===== src/rtl/rect_fill_if.sv =====
// rect_fill_if: AXI4 write-channel bundle (AW, W, B) between rect_fill and the frame-buffer port.
interface rect_fill_if;
    logic [31:0] awaddr;
    logic [7:0]  awlen;
    logic [2:0]  awsize;
    logic [1:0]  awburst;
    logic [3:0]  awcache;
    logic        awvalid;
    logic        awready;
    logic [31:0] wdata;
    logic [3:0]  wstrb;
    logic        wlast;
    logic        wvalid;
    logic        wready;
    logic [1:0]  bresp;
    logic        bvalid;
    logic        bready;

    modport master (
        output awaddr, awlen, awsize, awburst, awcache, awvalid,
        output wdata, wstrb, wlast, wvalid, bready,
        input  awready, wready, bresp, bvalid
    );

    modport slave (
        input  awaddr, awlen, awsize, awburst, awcache, awvalid,
        input  wdata, wstrb, wlast, wvalid, bready,
        output awready, wready, bresp, bvalid
    );
endinterface


===== src/rtl/rect_fill.sv =====
// rect_fill: AXI4 write master painting a solid-colour rectangle into the 1024x768x16bpp frame buffer.
// Optional macro RECT_FILL_RESP_CHECK_EN: a non-OKAY BRESP aborts the fill and sets sticky FILLERR.
module rect_fill #(
    parameter int C_M_AXI_ADDR_WIDTH = 32,
    parameter int C_M_AXI_DATA_WIDTH = 32
) (
    input  logic        ACLK,
    input  logic        ARST,
    rect_fill_if.master m_axi,
    input  logic [31:0] FILLBASE,
    input  logic [9:0]  FILLX,
    input  logic [9:0]  FILLY,
    input  logic [10:0] FILLW,
    input  logic [9:0]  FILLH,
    input  logic [15:0] COLOR,
    input  logic        START,
    output logic        BUSY,
    output logic        DONE,
    output logic        FILLERR
);
    localparam int AW = C_M_AXI_ADDR_WIDTH;

    typedef enum logic [2:0] {
        S_IDLE, S_SETUP, S_ADDR, S_DATA, S_RESP, S_FIN
    } state_t;

    state_t      state_reg;
    logic        start_reg;
    logic [AW-1:0] row_addr_reg;
    logic [AW-1:0] awaddr_reg;
    logic [9:0]  ww_reg;
    logic [9:0]  rows_reg;
    logic [9:0]  rem_reg;
    logic [3:0]  beat_reg;
    logic [15:0] color_reg;
    logic [7:0]  awlen_reg;
    logic        awvalid_reg;
    logic        wvalid_reg;
    logic        wlast_reg;
    logic        bready_reg;
    logic        busy_reg;
    logic        done_reg;

    logic        start_edge;
    logic [8:0]  xw;
    logic [9:0]  ww_raw;
    logic [9:0]  ww_clip;
    logic [10:0] x_end;
    logic [9:0]  rows_avail;
    logic [9:0]  rows_clip;
    logic [AW-1:0] row0_addr;
    logic [4:0]  beats;
    logic [AW-1:0] step_bytes;
    logic        resp_err;
    logic        unused_bits;

    // Geometry is clipped once, at the START edge, against the 512-word row and 768 lines.
    assign start_edge = START && !start_reg;
    assign xw         = FILLX[9:1];
    assign ww_raw     = FILLW[10:1];
    assign x_end      = {2'b00, xw} + {1'b0, ww_raw};
    assign ww_clip    = (x_end > 11'd512) ? (10'd512 - {1'b0, xw}) : ww_raw;
    assign rows_avail = 10'd768 - FILLY;
    assign rows_clip  = (FILLY >= 10'd768) ? 10'd0 :
                        ((FILLH < rows_avail) ? FILLH : rows_avail);
    assign row0_addr  = {FILLBASE[31:12], 12'h000} + {11'd0, FILLY, 11'd0} + {21'd0, xw, 2'b00};
    assign beats      = {1'b0, awlen_reg[3:0]} + 5'd1;
    assign step_bytes = {25'd0, beats, 2'b00};

`ifdef RECT_FILL_RESP_CHECK_EN
    logic fillerr_reg;
    assign resp_err    = (m_axi.bresp != 2'b00);
    assign FILLERR     = fillerr_reg;
    assign unused_bits = ^{FILLBASE[11:0], FILLX[0], FILLW[0]};
`else
    assign resp_err    = 1'b0;
    assign FILLERR     = 1'b0;
    assign unused_bits = ^{FILLBASE[11:0], FILLX[0], FILLW[0], m_axi.bresp};
`endif

    function automatic logic [7:0] len_for(input logic [9:0] words);
        return (words >= 10'd16) ? 8'd15 : {4'd0, words[3:0] - 4'd1};
    endfunction

    always_ff @(posedge ACLK or posedge ARST) begin
        if (ARST) begin
            state_reg    <= S_IDLE;
            start_reg    <= 1'b0;
            row_addr_reg <= '0;
            awaddr_reg   <= '0;
            ww_reg       <= '0;
            rows_reg     <= '0;
            rem_reg      <= '0;
            beat_reg     <= '0;
            color_reg    <= '0;
            awlen_reg    <= '0;
            awvalid_reg  <= 1'b0;
            wvalid_reg   <= 1'b0;
            wlast_reg    <= 1'b0;
            bready_reg   <= 1'b0;
            busy_reg     <= 1'b0;
            done_reg     <= 1'b0;
`ifdef RECT_FILL_RESP_CHECK_EN
            fillerr_reg  <= 1'b0;
`endif
        end else begin
            start_reg <= START;
            case (state_reg)
                S_IDLE: if (start_edge) begin
                    ww_reg       <= ww_clip;
                    rows_reg     <= rows_clip;
                    row_addr_reg <= row0_addr;
                    color_reg    <= COLOR;
                    busy_reg     <= 1'b1;
                    state_reg    <= S_SETUP;
`ifdef RECT_FILL_RESP_CHECK_EN
                    fillerr_reg  <= 1'b0;
`endif
                end
                S_SETUP: begin
                    if (ww_reg == 10'd0 || rows_reg == 10'd0) begin
                        done_reg  <= 1'b1;
                        busy_reg  <= 1'b0;
                        state_reg <= S_FIN;
                    end else begin
                        awaddr_reg  <= row_addr_reg;
                        awlen_reg   <= len_for(ww_reg);
                        rem_reg     <= ww_reg;
                        awvalid_reg <= 1'b1;
                        state_reg   <= S_ADDR;
                    end
                end
                S_ADDR: if (m_axi.awready) begin
                    awvalid_reg <= 1'b0;
                    rem_reg     <= rem_reg - {5'd0, beats};
                    beat_reg    <= 4'd0;
                    wvalid_reg  <= 1'b1;
                    wlast_reg   <= (awlen_reg[3:0] == 4'd0);
                    state_reg   <= S_DATA;
                end
                S_DATA: if (m_axi.wready) begin
                    if (wlast_reg) begin
                        wvalid_reg <= 1'b0;
                        wlast_reg  <= 1'b0;
                        bready_reg <= 1'b1;
                        state_reg  <= S_RESP;
                    end else begin
                        beat_reg  <= beat_reg + 4'd1;
                        wlast_reg <= ((beat_reg + 4'd1) == awlen_reg[3:0]);
                    end
                end
                S_RESP: if (m_axi.bvalid) begin
                    bready_reg <= 1'b0;
                    if (resp_err || (rem_reg == 10'd0 && rows_reg == 10'd1)) begin
`ifdef RECT_FILL_RESP_CHECK_EN
                        if (resp_err)
                            fillerr_reg <= 1'b1;
`endif
                        done_reg  <= 1'b1;
                        state_reg <= S_FIN;
                    end else if (rem_reg != 10'd0) begin
                        awaddr_reg  <= awaddr_reg + step_bytes;
                        awlen_reg   <= len_for(rem_reg);
                        awvalid_reg <= 1'b1;
                        state_reg   <= S_ADDR;
                    end else begin
                        // Row finished: restart at the same column one 2 KB line down.
                        row_addr_reg <= row_addr_reg + 32'd2048;
                        awaddr_reg   <= row_addr_reg + 32'd2048;
                        awlen_reg    <= len_for(ww_reg);
                        rem_reg      <= ww_reg;
                        rows_reg     <= rows_reg - 10'd1;
                        awvalid_reg  <= 1'b1;
                        state_reg    <= S_ADDR;
                    end
                end
                S_FIN: begin
                    done_reg  <= 1'b0;
                    busy_reg  <= 1'b0;
                    state_reg <= S_IDLE;
                end
                default: state_reg <= S_IDLE;
            endcase
        end
    end

    genvar gi;
    generate
        for (gi = 0; gi < C_M_AXI_DATA_WIDTH / 16; gi++) begin : g_wdata
            assign m_axi.wdata[gi*16 +: 16] = color_reg;
        end
    endgenerate

    assign m_axi.awaddr  = awaddr_reg;
    assign m_axi.awlen   = awlen_reg;
    assign m_axi.awsize  = 3'd2;
    assign m_axi.awburst = 2'b01;
    assign m_axi.awcache = 4'b0010;
    assign m_axi.awvalid = awvalid_reg;
    assign m_axi.wstrb   = 4'hF;
    assign m_axi.wlast   = wlast_reg;
    assign m_axi.wvalid  = wvalid_reg;
    assign m_axi.bready  = bready_reg;
    assign BUSY          = busy_reg;
    assign DONE          = done_reg;
endmodule

===== src/flat_wrapper.sv =====
// flat-port wrapper written by rule: the top's interface ports become plain ports
module rect_fill_flat 
#(
    parameter int C_M_AXI_ADDR_WIDTH = 32,
    parameter int C_M_AXI_DATA_WIDTH = 32
)
  (ACLK, ARST, FILLBASE, FILLX, FILLY, FILLW, FILLH, COLOR, START, BUSY, DONE, FILLERR, m_axi_awaddr, m_axi_awlen, m_axi_awsize, m_axi_awburst, m_axi_awcache, m_axi_awvalid, m_axi_wdata, m_axi_wstrb, m_axi_wlast, m_axi_wvalid, m_axi_bready, m_axi_awready, m_axi_wready, m_axi_bresp, m_axi_bvalid);
  rect_fill_if m_axi_i ();
  input  logic ACLK;
  input  logic ARST;
  input  logic [31:0] FILLBASE;
  input  logic [9:0] FILLX;
  input  logic [9:0] FILLY;
  input  logic [10:0] FILLW;
  input  logic [9:0] FILLH;
  input  logic [15:0] COLOR;
  input  logic START;
  output logic BUSY;
  output logic DONE;
  output logic FILLERR;
  output wire logic [$bits(m_axi_i.awaddr)-1:0] m_axi_awaddr;
  output wire logic [$bits(m_axi_i.awlen)-1:0] m_axi_awlen;
  output wire logic [$bits(m_axi_i.awsize)-1:0] m_axi_awsize;
  output wire logic [$bits(m_axi_i.awburst)-1:0] m_axi_awburst;
  output wire logic [$bits(m_axi_i.awcache)-1:0] m_axi_awcache;
  output wire logic [$bits(m_axi_i.awvalid)-1:0] m_axi_awvalid;
  output wire logic [$bits(m_axi_i.wdata)-1:0] m_axi_wdata;
  output wire logic [$bits(m_axi_i.wstrb)-1:0] m_axi_wstrb;
  output wire logic [$bits(m_axi_i.wlast)-1:0] m_axi_wlast;
  output wire logic [$bits(m_axi_i.wvalid)-1:0] m_axi_wvalid;
  output wire logic [$bits(m_axi_i.bready)-1:0] m_axi_bready;
  input wire logic [$bits(m_axi_i.awready)-1:0] m_axi_awready;
  input wire logic [$bits(m_axi_i.wready)-1:0] m_axi_wready;
  input wire logic [$bits(m_axi_i.bresp)-1:0] m_axi_bresp;
  input wire logic [$bits(m_axi_i.bvalid)-1:0] m_axi_bvalid;
  assign m_axi_awaddr = m_axi_i.awaddr;
  assign m_axi_awlen = m_axi_i.awlen;
  assign m_axi_awsize = m_axi_i.awsize;
  assign m_axi_awburst = m_axi_i.awburst;
  assign m_axi_awcache = m_axi_i.awcache;
  assign m_axi_awvalid = m_axi_i.awvalid;
  assign m_axi_wdata = m_axi_i.wdata;
  assign m_axi_wstrb = m_axi_i.wstrb;
  assign m_axi_wlast = m_axi_i.wlast;
  assign m_axi_wvalid = m_axi_i.wvalid;
  assign m_axi_bready = m_axi_i.bready;
  assign m_axi_i.awready = m_axi_awready;
  assign m_axi_i.wready = m_axi_wready;
  assign m_axi_i.bresp = m_axi_bresp;
  assign m_axi_i.bvalid = m_axi_bvalid;
  rect_fill #(.C_M_AXI_ADDR_WIDTH(C_M_AXI_ADDR_WIDTH), .C_M_AXI_DATA_WIDTH(C_M_AXI_DATA_WIDTH)) u_core (.ACLK(ACLK), .ARST(ARST), .m_axi(m_axi_i), .FILLBASE(FILLBASE), .FILLX(FILLX), .FILLY(FILLY), .FILLW(FILLW), .FILLH(FILLH), .COLOR(COLOR), .START(START), .BUSY(BUSY), .DONE(DONE), .FILLERR(FILLERR));
endmodule

===== config.mk =====
export PLATFORM = sky130hd
export DESIGN_NAME = rect_fill_flat
export DESIGN_NICKNAME = d
export VERILOG_FILES = /design/src/rtl/rect_fill_if.sv /design/src/rtl/rect_fill.sv /design/src/flat_wrapper.sv
export SDC_FILE = /design/constraint.sdc
export NUM_CORES = 1
export LEC_CHECK = 0
export CAP_MARGIN = 40
export CORE_MARGIN = 4
export CORE_UTILIZATION = 53
export CTS_CLUSTER_DIAMETER = 30
export DETAILED_ROUTE_END_ITERATION = 16
export GPL_ROUTABILITY_DRIVEN = 0
export PLACE_DENSITY = 0.85
export SYNTH_ARGS = -nofsm -noshare
export SYNTH_HDL_FRONTEND = slang
export SYNTH_SLANG_ARGS = --single-unit

===== constraint.sdc =====
create_clock -name ACLK -period 4.7 [get_ports ACLK]
set_input_delay 0.94 -clock ACLK [delete_from_list [all_inputs] [get_ports ACLK]]
set_output_delay 0.94 -clock ACLK [all_outputs]
set_load 0.01 [all_outputs]

==> metrics.md <==
| Metric | Value |
|---|---|
| Gate power share | `50.0%` |
| Commonest register cell after synthesis | `dfrtp_1` |
| Layout area overhead | `22.2%` |
| Synthesized area per cell | `7.86 µm²` |
| Total iterations of the first detailed-routing run | `6` |
| Final Hold Fails | `0` |
| Post-synthesis xor/xnor area fraction | `5.01%` |
| Final nets | `1,463` |
| Number of global-route vias before repair | `8,998` |
| WP buf/inv | `2` |
| Number of synthesized register bits | `124` |
| Setup TNS | `0 ns` |
| Via Count | `9,531` |
| Synth Area in Compound Gates | `22.9%` |
| Post-Place Setup Slack | `0.168 ns` |
| Num ports | `189` |
| Synth top area share | `32.8%` |
| Storage element area | `0.00310 mm²` |
| Sink Count | `124` |
| Total Wirelength | `27,100 µm` |
| Syn Inst Count | `1,202` |
| Share of post-route cells with drive strength above 1 | `5.51%` |
| Worst hold path class | `flop to flop` |
| Area after DPL | `0.0110 mm²` |
| Commonest cells post-synth | `nand2_1 (186), dfrtp_1 (124), o21ai_0 (107)` |
| Register area share after synthesis | `32.8%` |
| Die Wd | `142 µm` |
| Final period utilization | `87.8%` |
| Initial Util | `54.4%` |
| Max clock buf depth | `2` |
| Nature of the critical path endpoint | `flop` |
| P_leak | `4.81 nW` |
| DRC | `0` |
| Relative slew slack | `42.8%` |
| Die Y | `142 µm` |
| Clock power frac | `18.0%` |
| Initial antenna violation count | `0` |
| Instance count on the critical path | `12` |
| Cell class contributing the biggest share of worst-path delay | `simple AND/OR/NAND/NOR gates` |
| Dpl cells | `1,519` |
| Root Buffer | `clkbuf_16` |
| Layout filler cell count | `1,391` |
| CP cell instances | `clkdlybuf4s50_1 -> ha_1 -> inv_1 -> fa_1 -> nor2b_4 -> o2111ai_2 -> and3_1 -> or4_1 -> or4b_4 -> a21oi_4 -> nor3_2 -> o31ai_2` |
| Final setup margin | `0.572 ns` |
| Worst path arrival time | `4.46 ns` |
| Max Slew Vio Count | `0` |
| Cts hold-fix bufs | `0` |
| Net Sw Frac | `42.8%` |
| First-pass GRT wire length | `44,100 µm` |
| Synthesized area | `0.00945 mm²` |
| WL/cell | `17.5 µm` |
| Synth Area in Simple Gates | `23.1%` |
| Synth warn | `0` |
| DR iter-0 viols | `1,058` |
| Worst EP required | `5.03 ns` |
| Final hold slack | `0.471 ns` |
| Post-CTS sizing | `0` |
| Clk slew on worst S/H paths | `0.06 ns` |
| CTS buffer count | `17` |
| CTS H-Tree Depth | `4` |
| Worst hold path stage count | `2` |
| Crit path max fanout | `10` |
| Count leader, synth | `nand2_1` |
| Ant diodes | `0` |
| Cell variety after synth | `78` |
| Crit Path Class | `input pin to flop` |
| Startpoint types | `input pin` |
| Reg2reg path depth | `11` |
| Area leader, netlist | `dfrtp_1` |
| Core Region | `0.0174 mm²` |
| Power per cell area | `592 mW/mm²` |
| VDD IR max | `0.326 mV` |
| CP peak stage delay | `0.57 ns` |
| Slowest CP cell | `clkdlybuf4s50_1` |
| Adder-Cell Fraction of Synth Area | `7.34%` |
| Post CTS Setup Buffer Count | `0` |
| Final min period | `4.13 ns` |
| Slew @ Worst Pin | `0.851 ns` |
| DP HPWL | `19,900 µm` |
| Outcome | `complete, no violations` |
| Non-filler cells, final | `1,549` |
| P_sw | `2.93 mW` |
| Synth area leaders | `dfrtp_1 (33%), nand2_1 (7.4%), ha_1 (6.5%), o21ai_0 (5.7%), a21oi_1 (5.3%)` |
| Int Pwr | `3.91 mW` |
| Largest family of logic cells by synthesized area | `simple AND/OR/NAND/NOR gates` |
| Async S/R FF share, synth | `100%` |
| Worst skew pair latency | `0.43 ns` |
| Largest net degree at the start of global routing | `66` |
| CTS tree | `done` |
| EDFF count, synth | `0` |
| Port Buf Inserts | `152` |
| Die ar. | `0.0200 mm²` |
| Max Clock Freq | `242 MHz` |
| Reg power frac | `32.0%` |
| Final Power | `6.84 mW` |
| # rows | `48` |
| Via/cell ratio | `6.15` |
| Unrepaired setup endpoints after global routing | `false` |
| Gr usage total | `26.8%` |
| Final Core Density | `66.5%` |
| Post-synthesis mux area share | `1.47%` |
| # setup viols final | `0` |
| Cell area after layout | `0.0115 mm²` |
| Clk_skew | `0.0112 ns` |
| Max Cap Viol | `0` |
| Antenna viol nets, final | `0` |
| Area taken by multi-input logic gates | `0.00574 mm²` |
| Overflow after GRT | `0` |
==> worst register-to-register path, stage by stage, from the launching register on <==
cell and delay, ns:
dfrtp_1 0.44, inv_1 0.13, ha_1 0.38, ha_1 0.30
a21o_1 0.15, a21oi_1 0.23, o21bai_1 0.11, a21oi_1 0.65
nor2_1 0.35, a221o_1 0.37, a21oi_1 0.14, a21oi_1 0.06
==> power groups by stage <==
| stage | clock network [mW] | registers [mW] | logic, mW |
|---|---|---|---|
| 3_5_place_dp | 0 | 2.17 | 3.35 |
| 2_1_floorplan | 0 | 2.05 | 2.25 |
| 5_1_grt | 1.29 | 2.27 | 3.78 |
| 3_3_place_gp | 0 | 2.15 | 3.22 |
| 4_1_cts | 1.24 | 2.16 | 3.40 |
| 6_report | 1.23 | 2.19 | 3.42 |
==> path summary, 6_finish.rpt <==
path	to	start	slack [ns]
max reg2reg	u_core.m_axi.awaddr[19]	u_core.m_axi.awlen[0]	1.24
min reg2reg	u_core.m_axi.wvalid	u_core.m_axi.wvalid	0.47
max in group asynchronous	u_core.color_reg[15]	ARST	3.25
min in group asynchronous	u_core.rows_reg[8]	ARST	0.96
min	u_core.m_axi.wvalid	u_core.m_axi.wvalid	0.47
max	u_core.ww_reg[0]	FILLX[1]	0.57
==> cell type report <==
type | count | share of cell area (%)
clock inverter | 5 | 0.282
inverter | 51 | 1.68
clock buffer | 25 | 4.55
tap | 225 | 2.44
timing repair buffer | 167 | 14.4
multi-input combinational | 952 | 49.7
sequential | 124 | 26.9
==> logic make-up after synthesis <==
logic type / after synthesis
AOI/OAI and AO/OA: 348
xor gates and xnor gates: 54
adders and majority gates: 53
buffers and inverters: 144
DFF: 124
muxes: 13
other: 2
and+or+nand+nor: 464
==> cells in the final DEF, fill, tap and decap left out, types with 9 or more instances in the layout <==
cell type          n
nand2_1          186
clkdlybuf4s50_1  152
dfrtp_1          124
o21ai_0          107
a21oi_1          100
nor2_1            89
inv_1             50
ha_1              49
nand3_1           42
nor3_1            40
xnor2_1           36
nand4_1           23
a31oi_1           20
conb_1            20
xor2_1            18
clkbuf_16         17
o211ai_1          15
buf_4             13
o22ai_1           12
a21o_1            11
nor4_1            11
and3_1            10
o31ai_1           10
and2_1             9
o22a_1             9
==> per-layer routing <==
metal | part of all wire [%] | vias up | GRT usage [%]
li1 | - | 4483 | -
met1 | 40 | 4461 | 36.0
met2 | 48 | 525 | 43.6
met3 | 9.2 | 62 | 4.75
met4 | 2.3 | 0 | 9.49
met5 | 0 | - | 0
(Power assumes the default switching activity.)
